$ cat src/rtl/float_normalize.sv
// Normalizes a raw add/sub result (sticky right shift or SHIFT_STEP-bit left shifts), then rounds and packs it into IEEE-754 single precision.
// Latency: out_valid 3 cycles after accept (+1 per NORM cycle), one cycle less when FLOAT_NORMALIZE_ROUND_EN is not defined (truncate).
// Backpressure: in_ready only in IDLE; result and flags hold in DONE until out_ready; rst is synchronous, active-low.
module float_normalize #(
    parameter int SHIFT_STEP = 1
) (
    input  logic        clk,
    input  logic        rst,
    input  logic        in_valid,
    output logic        in_ready,
    input  logic        in_sign,
    input  logic [7:0]  in_exponent,
    input  logic [26:0] in_mantissa,
    output logic        out_valid,
    input  logic        out_ready,
    output logic [31:0] result,
    output logic        out_overflow,
    output logic        out_underflow,
    output logic        out_zero
);

    localparam logic [2:0] S_IDLE  = 3'd0;
    localparam logic [2:0] S_CHECK = 3'd1;
    localparam logic [2:0] S_NORM  = 3'd2;
    localparam logic [2:0] S_DONE  = 3'd4;
`ifdef FLOAT_NORMALIZE_ROUND_EN
    localparam logic [2:0] S_ROUND = 3'd3;
    localparam logic [2:0] S_POST  = S_ROUND;
`else
    localparam logic [2:0] S_POST  = S_DONE;
`endif

    localparam logic [8:0] STEP_EXP = 9'(SHIFT_STEP);

    logic [2:0]  state_q, state_d;
    logic        sign_q, sign_d;
    // Nine bits so a rounding or carry increment past 0xFE is still visible as overflow.
    logic [8:0]  exp_q, exp_d;
    logic [26:0] mant_q, mant_d;
    logic        zero_q, zero_d;
    logic        unf_q, unf_d;

    logic [26:0] mant_shift;
    logic [8:0]  exp_shift;
    logic        big_ok;
    logic        ovf;

`ifdef FLOAT_NORMALIZE_ROUND_EN
    logic        rnd_inc;
    logic [23:0] frac_inc;
`endif

    // Left-shift candidate for one NORM cycle; big steps only when they cannot overshoot the hidden bit or drive the exponent below 1.
    always_comb begin
        big_ok = (mant_q[25 -: SHIFT_STEP] == '0) && (exp_q > STEP_EXP);
        if (big_ok) begin
            mant_shift = mant_q << SHIFT_STEP;
            exp_shift  = exp_q - STEP_EXP;
        end else begin
            mant_shift = mant_q << 1;
            exp_shift  = exp_q - 9'd1;
        end
    end

`ifdef FLOAT_NORMALIZE_ROUND_EN
    // Round-to-nearest-even on the 23-bit fraction; bit 23 of frac_inc is the carry-out.
    always_comb begin
        rnd_inc  = mant_q[1] && (mant_q[0] || mant_q[2]);
        frac_inc = {1'b0, mant_q[24:2]} + 24'(rnd_inc);
    end
`endif

    // Control FSM and datapath next-state.
    always_comb begin
        state_d = state_q;
        sign_d  = sign_q;
        exp_d   = exp_q;
        mant_d  = mant_q;
        zero_d  = zero_q;
        unf_d   = unf_q;
        case (state_q)
            S_IDLE: begin
                if (in_valid) begin
                    sign_d  = in_sign;
                    exp_d   = {1'b0, in_exponent};
                    mant_d  = in_mantissa;
                    zero_d  = 1'b0;
                    unf_d   = 1'b0;
                    state_d = S_CHECK;
                end
            end
            S_CHECK: begin
                if (mant_q == '0) begin
                    sign_d  = 1'b0;
                    exp_d   = '0;
                    zero_d  = 1'b1;
                    state_d = S_DONE;
                end else if (exp_q == 9'h0FF) begin
                    state_d = S_DONE;
                end else if (mant_q[26]) begin
                    // Bit shifted out of the guard position folds into sticky.
                    mant_d  = {1'b0, mant_q[26:2], mant_q[1] | mant_q[0]};
                    exp_d   = exp_q + 9'd1;
                    state_d = S_POST;
                end else if (mant_q[25]) begin
                    state_d = S_POST;
                end else begin
                    state_d = S_NORM;
                end
            end
            S_NORM: begin
                // The flush test looks at the register value at the start of the cycle; no denormals are produced.
                if ((exp_q <= 9'd1) && !mant_q[25]) begin
                    exp_d   = '0;
                    mant_d  = '0;
                    zero_d  = 1'b1;
                    unf_d   = 1'b1;
                    state_d = S_DONE;
                end else begin
                    mant_d = mant_shift;
                    exp_d  = exp_shift;
                    if (mant_shift[25]) begin
                        state_d = S_POST;
                    end
                end
            end
`ifdef FLOAT_NORMALIZE_ROUND_EN
            S_ROUND: begin
                if (frac_inc[23]) begin
                    mant_d = {2'b01, 23'd0, 2'b00};
                    exp_d  = exp_q + 9'd1;
                end else begin
                    mant_d = {mant_q[26:25], frac_inc[22:0], 2'b00};
                end
                state_d = S_DONE;
            end
`endif
            S_DONE: begin
                if (out_ready) begin
                    state_d = S_IDLE;
                end
            end
            default: state_d = S_IDLE;
        endcase
    end

    // State registers with synchronous active-low reset.
    always_ff @(posedge clk) begin
        if (!rst) begin
            state_q <= S_IDLE;
            sign_q  <= 1'b0;
            exp_q   <= '0;
            mant_q  <= '0;
            zero_q  <= 1'b0;
            unf_q   <= 1'b0;
        end else begin
            state_q <= state_d;
            sign_q  <= sign_d;
            exp_q   <= exp_d;
            mant_q  <= mant_d;
            zero_q  <= zero_d;
            unf_q   <= unf_d;
        end
    end

    // Outputs decode from held state; gating with rst keeps them at zero while reset is asserted.
    always_comb begin
        in_ready      = rst && (state_q == S_IDLE);
        out_valid     = rst && (state_q == S_DONE);
        ovf           = (exp_q >= 9'h0FF);
        result        = '0;
        out_overflow  = 1'b0;
        out_underflow = 1'b0;
        out_zero      = 1'b0;
        if (out_valid) begin
            result        = ovf ? {sign_q, 8'hFF, 23'd0} : {sign_q, exp_q[7:0], mant_q[24:2]};
            out_overflow  = ovf;
            out_underflow = unf_q;
            out_zero      = zero_q;
        end
    end

endmodule

$ cat config.mk
export PLATFORM = sky130hd
export DESIGN_NAME = float_normalize
export DESIGN_NICKNAME = d
export VERILOG_FILES = /design/src/rtl/float_normalize.sv
export SDC_FILE = /design/constraint.sdc
export NUM_CORES = 1
export LEC_CHECK = 0
export CAP_MARGIN = 10
export CORE_AREA = 2 2 114 116
export CTS_BUF_LIST = sky130_fd_sc_hd__clkbuf_4 sky130_fd_sc_hd__clkbuf_8 sky130_fd_sc_hd__clkbuf_16
export DETAILED_ROUTE_END_ITERATION = 10
export DIE_AREA = 0 0 116 118
export HOLD_SLACK_MARGIN = 0.1
export PLACE_DENSITY = 0.43
export RECOVER_POWER = 100
export SLEW_MARGIN = 20
export SYNTH_ARGS = -nofsm -noshare
export SYNTH_HDL_FRONTEND = slang
export SYNTH_SLANG_ARGS = --single-unit
$ cat constraint.sdc
create_clock -name clk -period 3.35 [get_ports clk]
set_input_delay 0.8375 -clock clk [delete_from_list [all_inputs] [get_ports clk]]
set_output_delay 0.8375 -clock clk [all_outputs]
set_load 0.05 [all_outputs]
==> results of run 1 <==
-- layer usage --
| layer | GRT usage [%] | share of wire (%) | vias up |
|---|---|---|---|
| li1 | - | - | 1546 |
| met1 | 20.9 | 44 | 1479 |
| met2 | 26.5 | 48 | 103 |
| met3 | 4.48 | 7.8 | 5 |
| met4 | 3.05 | 0.53 | 0 |
| met5 | 0 | 0 | - |
-- power groups by stage --
| stage | combinational [mW] | clock, mW | sequential, mW |
|---|---|---|---|
| after CTS | 0.729 | 0.542 | 0.687 |
| final | 0.705 | 0.526 | 0.687 |
| after detailed placement | 0.725 | 0 | 0.698 |
| after global placement | 0.720 | 0 | 0.700 |
| after global routing | 0.775 | 0.553 | 0.700 |
| after floorplan | 0.525 | 0 | 0.641 |
-- worst max-delay path: stages, from the launching register on --
cell and delay, ns:
dfxtp_1 0.32, ha_1 0.22, nand3_1 0.15, nor2_1 0.08
ha_1 0.21, inv_1 0.14, nand2_1 0.12, nor3b_2 0.24
buf_12 0.18, and2_0 0.21, buf_12 0.16
-- registers in the layout (all words and copies together) (netlist names) --
name,count
sign_q,1
exp_q,9
zero_q,1
mant_q,27
state_q,3
unf_q,1
-- how the worst min path moves through the flow --
stage                        startpoint             endpoint  slack (ns)
finish              zero_q$_SDFFE_PN0P_  zero_q$_SDFFE_PN0P_        0.49
global route        sign_q$_SDFFE_PN0P_  sign_q$_SDFFE_PN0P_        0.53
CTS                  unf_q$_SDFFE_PN0P_   unf_q$_SDFFE_PN0P_        0.49
detailed placement   unf_q$_SDFFE_PN0P_   unf_q$_SDFFE_PN0P_        0.47
global placement     unf_q$_SDFFE_PN0P_   unf_q$_SDFFE_PN0P_        0.47
floorplan           zero_q$_SDFFE_PN0P_  zero_q$_SDFFE_PN0P_        0.44
-- final cells by class --
cell class,instances,area (um2)
flip-flops and latches,42,841
repair buffers,94,1160
well taps,172,215
clock inverters,2,16.3
diodes,1,2.50
inverters,8,30.0
fillers,1341,8070
multi-input cells,290,1940
clock buffers,6,139
-- placed cells by master (no fill, tap or decap), types with 5 or more instances in the layout --
cell and n:
nor4_2 5, inv_1 7, a311oi_1 25, o21ai_0 5, and2_1 14, a21oi_1 9
nor2_1 47, buf_12 31, clkbuf_2 9, o21a_1 12, nand2_1 17, and2_0 14
dfxtp_1 42, clkbuf_16 5, a22oi_1 24, xnor2_1 8, clkdlybuf4s50_1 38, buf_4 14
nand3_1 33
-- stage by stage --
step	std cells	hold slack (ns)	power [mW]	area, um2
global route	615	0.525	2.03	4350
detailed placement	606	0.475	1.42	4330
floorplan	381	0.443	1.17	3030
global placement	606	0.474	1.42	4330
CTS	614	0.492	1.96	4490
finish	615	0.485	1.92	4350
-- cell families after synthesis --
logic type | share of synthesized area, %
adders and majority gates | 1.65
DFF | 27.8
buffers and inverters | 7.90
and+or+nand+nor | 28.5
xor gates and xnor gates | 2.61
muxes | 0.662
AOI/OAI and AO/OA | 30.9
==> flow_metrics.py, run 1 <==
metrics = {
    "timing": {
        "grt_setup_unrepaired": "false",
        "hold_viol_final": 0,
        "drv_slew": 0,
        "clock.fmax_mhz": 317,
        "setup_ws_ns": 0.191,
        "clock_skew_ns": 0.00799,
        "slew_headroom_pct": 17.0,
        "setup-violations-final": 0,
        "worst_pin_slew_ns": 1.24,
        "fin_crit_ns": 3.16,
        "fin_crit_sh_pct": 94.3,
        "finalSetupTns_ns": 0,
    },
    "placement": {
        "gp_congestion": 0.817,
        "io_buffers": 76,
        "dp_hpwl_um": 7560,
        "dp_slack_ns": 0.214,
    },
    "synth": {
        "ys_ff_latch": 42,
        "syn_area_mm2": 0.00303,
        "yosys.cell_types.count": 59,
        "ys_seq_area_share_pct": 27.8,
        "syn_inst": 381,
        "synthArstFlopShare_pct": 0,
        "syn_nets": 425,
        "synth_warnings": 0,
        "synthFlopType": "dfxtp_1",
        "synth_edf_count": 0,
        "synth.largest_area_cell": "dfxtp_1",
        "synth.top_cell.area_share_pct": 27.8,
        "syn_area_per_cell_um2": 7.94,
        "synth_common_cells": "48 x nor2_1, 42 x dfxtp_1, 33 x nand3_1, 28 x and2_1, 25 x a311oi_1",
        "synth_most_common_cell": "nor2_1",
        "synth.top_cells.by_area": "dfxtp_1 28%, a311oi_1 7.2%, a22oi_1 6.0%",
    },
    "floorplanning": {
        "core.rowCount": 41,
        "pin_count": 77,
        "die_h_um": 118,
        "start_util_pct": 24.4,
        "die_w_um": 116,
        "coreArea_mm2": 0.0124,
        "die_area_mm2": 0.0137,
    },
    "route": {
        "num_vias": 3133,
        "wire_per_inst_um": 17.4,
        "drc": 0,
        "drt_pre_antenna_iters": 4,
        "vias_per_cell": 5.09,
        "drtIter0Drc": 196,
        "wl_um": 10700,
        "ant_nets": 0,
    },
    "critical_path": {
        "crit_path_end_kind": "output port",
        "regToRegSetupSlack_ns": 0.30,
        "rr_worst_depth": 6,
        "startpoint_type": "register",
        "crit_path_end": "result[19]",
        "cp_data_arrival_time_ns": 2.32,
        "crit_type": "register to output port",
        "crit_start": "exp_q[0]$_SDFFE_PN0P_",
        "reg2reg_from": "state_q[0]$_SDFFE_PN0P_",
        "crit_required_ns": 2.51,
        "reg2reg_to": "mant_q[0]$_SDFFE_PN0P_",
        "critical_path.max_fanout": 23,
    },
    "run": {
        "maxCapViolations": 0,
    },
    "clock_tree": {
        "cts_tree": "yes",
        "post_cts_buffers": 0,
        "clockBufferDepth": 2,
        "htree_levels": 2,
        "cts_resized": 0,
        "clkTransAtPathRegs_ns": 0.07,
        "hold_buffers": 0,
        "cts-root-buf": "clkbuf_16",
        "clock_latency_ns": 0.29,
        "cts_buffers": 5,
        "clock-sinks": 42,
    },
    "status": {
        "status": "finished, final reports clean",
    },
    "finish": {
        "nets": 485,
        "drive_gt1_share_pct": 18.8,
        "syn_to_final_growth_pct": 43.8,
        "final_core_util_pct": 35.0,
    },
    "pwr": {
        "p_int_mw": 1.17,
        "p_leak_nw": 1.56,
        "switching_share_pct": 38.8,
        "power_switching_mw": 0.744,
        "combPwrFrac_pct": 36.8,
        "p_clk_share_pct": 27.4,
        "ir_drop_uv": 202,
        "seqPwrFrac_pct": 35.8,
        "p_per_area_mw_per_mm2": 441,
    },
    "global_route": {
        "grt_pass1_vias": 3181,
        "gr-total-overflow": 0,
        "grt_pass1_wl_um": 17400,
        "antenna_found_initial": 1,
        "grt_usage_pct": 16.0,
        "grt_max_degree": 36,
    },
    "min_path": {
        "hp-class": "register to register",
        "min_path_cells": 2,
    },
}
Power figures use the tool's default switching activity.
==> inputs of run 2 (changes only) <==
--- a/config.mk
+++ b/config.mk
@@ -10,7 +10,7 @@
 export CTS_BUF_LIST = sky130_fd_sc_hd__clkbuf_4 sky130_fd_sc_hd__clkbuf_8 sky130_fd_sc_hd__clkbuf_16
 export DETAILED_ROUTE_END_ITERATION = 10
 export DIE_AREA = 0 0 116 118
-export HOLD_SLACK_MARGIN = 0.1
+export HOLD_SLACK_MARGIN = 0.05
 export PLACE_DENSITY = 0.43
 export RECOVER_POWER = 100
 export SLEW_MARGIN = 20
==> constraint.sdc (replaced) <==
create_clock -name clk -period 4.05 [get_ports clk]
set_input_delay 1.0125 -clock clk [delete_from_list [all_inputs] [get_ports clk]]
set_output_delay 1.0125 -clock clk [all_outputs]
set_load 0.05 [all_outputs]
==> run 2 against run 1 <==
The flow now finishes with violations (capacitance limit, slew limit). Sequential share of layout area grew 0.33 points. Via count fell by 0.26%. Sequential cell count did not move. Highest routed layer unchanged. Worst hold slack worse by 0.017 ns. Critical path depth shrank 5. Clock power fell by 8.6%. Clock skew increased by 0.00071 ns. Routed wire length shrank 1.2%. Sequential power down 17%. Combinational power decreased by 20%. Total power shrank 16%.
==> flow_metrics.py, run 2 (synthesized netlist as in run 1, its figures left out) <==
metrics = {
    "floorplanning": {
        "die_area_mm2": 0.0137,
        "start_util_pct": 24.4,
        "pin_count": 77,
        "die_h_um": 118,
        "core.rowCount": 41,
        "die_w_um": 116,
        "coreArea_mm2": 0.0124,
    },
    "finish": {
        "multi_input_area_mm2": 0.00194,
        "top_regs": "mant_q (27), exp_q (9), state_q (3)",
        "num-fill-cells": 1342,
        "top_register": "mant_q",
        "largest_register_ffs": 27,
        "antenna_cells": 0,
        "drive_gt1_share_pct": 17.4,
        "layout_common_cells": "47 x nor2_1, 42 x dfxtp_1, 38 x clkdlybuf4s50_1",
        "syn_to_final_growth_pct": 41.4,
        "final_common_cell": "nor2_1",
        "seq_area_um2": 841,
        "nets": 480,
    },
    "timing": {
        "hold_viol_final": 0,
        "clock_skew_ns": 0.00870,
        "fin_crit_sh_pct": 93.4,
        "worst_pin_slew_ns": 1.55,
        "hold_ws_ns": 0.468,
        "drv_slew": 32,
        "setup_ws_ns": 0.266,
        "finalSetupTns_ns": 0,
        "slew_headroom_pct": -3.15,
        "setup-violations-final": 0,
        "clock.fmax_mhz": 264,
        "grt_setup_unrepaired": "false",
        "fin_crit_ns": 3.78,
    },
    "critical_path": {
        "cp_data_arrival_time_ns": 2.77,
        "crit_required_ns": 3.04,
        "crit_path_end_kind": "output port",
        "crit_type": "input port to output port",
        "startpoint_type": "input port",
        "critical_path.max_fanout": 13,
    },
    "clock_tree": {
        "clock_latency_ns": 0.29,
        "clock-sinks": 42,
        "cts-root-buf": "clkbuf_16",
        "cts_resized": 0,
        "cts_buffers": 5,
        "clockBufferDepth": 2,
        "post_cts_buffers": 0,
        "htree_levels": 2,
        "clkTransAtPathRegs_ns": 0.07,
        "cts_tree": "yes",
        "hold_buffers": 0,
    },
    "global_route": {
        "grt_pass1_wl_um": 17300,
        "gr-total-overflow": 0,
        "grt_pass1_vias": 3180,
        "grt_usage_pct": 15.9,
        "antenna_found_initial": 0,
        "grt_max_degree": 36,
    },
    "placement": {
        "io_buffers": 76,
        "gp_congestion": 0.835,
        "dp_slack_ns": 0.546,
        "dp_hpwl_um": 7290,
    },
    "route": {
        "wire_per_inst_um": 17.4,
        "drt_pre_antenna_iters": 5,
        "wl_um": 10600,
        "ant_nets": 0,
        "drc": 0,
        "drtIter0Drc": 163,
        "drt-met1-wl_um": 4630,
        "highest_layer": "met4",
        "dr_wl_met2_um": 4950,
        "met3_length_um": 885,
        "num_vias": 3125,
        "vias_per_cell": 5.13,
    },
    "run": {
        "maxCapViolations": 1,
    },
    "status": {
        "violations": "capacitance limit, slew limit",
        "status": "finished with violations",
    },
    "pwr": {
        "p_leak_nw": 1.51,
        "ir_drop_uv": 158,
        "p_per_area_mw_per_mm2": 378,
    },
    "min_path": {
        "hp-class": "register to register",
    },
}
-- run 2: cell count changes in the layout (fill, tap and decap cells not counted), moves of 2 or more --
cell | before | now
and2_0 | 14 | 27
and2_1 | 14 | 1
buf_12 | 31 | 28
buf_4 | 14 | 9
clkbuf_1 | 1 | 3
-- run 2: cell type report --
cell class | count | share of cell area (%)
multi-input combinational | 290 | 45.4
tap | 172 | 5.03
inverter | 8 | 0.702
timing repair buffer | 89 | 25.2
sequential | 42 | 19.7
clock inverter | 2 | 0.878
clock buffer | 6 | 3.10
-- run 2: routing by layer --
layer	up-vias	GRT usage [%]
li1	1540	-
met5	-	0
met2	109	25.7
met3	12	3.96
met1	1464	21.1
met4	0	3.65
-- run 2: worst max-delay path, stage by stage --
cell and delay (ns):
dlygate4sd3_1 0.59, and3_1 0.18, clkbuf_1 0.50, o21a_1 0.21, clkbuf_2 0.27
-- run 2: worst paths after layout --
check	from	to	slack (ns)	depth (start not counted)
setup / recovery	rst	result[30]	0.27	5
hold / removal	sign_q$_SDFFE_PN0P_	sign_q$_SDFFE_PN0P_	0.47	2
setup reg to reg	state_q[2]$_SDFFE_PN0P_	mant_q[0]$_SDFFE_PN0P_	0.73	7
hold reg to reg	sign_q$_SDFFE_PN0P_	sign_q$_SDFFE_PN0P_	0.47	2
-- run 2: metrics by stage --
step                total power [mW]  instance area (um2)  util (%)  std cells
global route                    1.71                 4280      34.4        609
CTS                             1.66                 4460      36.0        609
detailed placement              1.17                 4290      34.6        601
finish                          1.62                 4280      34.4        609
floorplan                      0.964                 3030         -        381
global placement                1.17                 4290      34.6        601
-- run 2: where the power goes --
part	switching [mW]	internal, mW	leakage [nW]
clock network	0.182	0.298	0.0805
registers	0.0956	0.474	0.347
logic	0.328	0.237	1.08
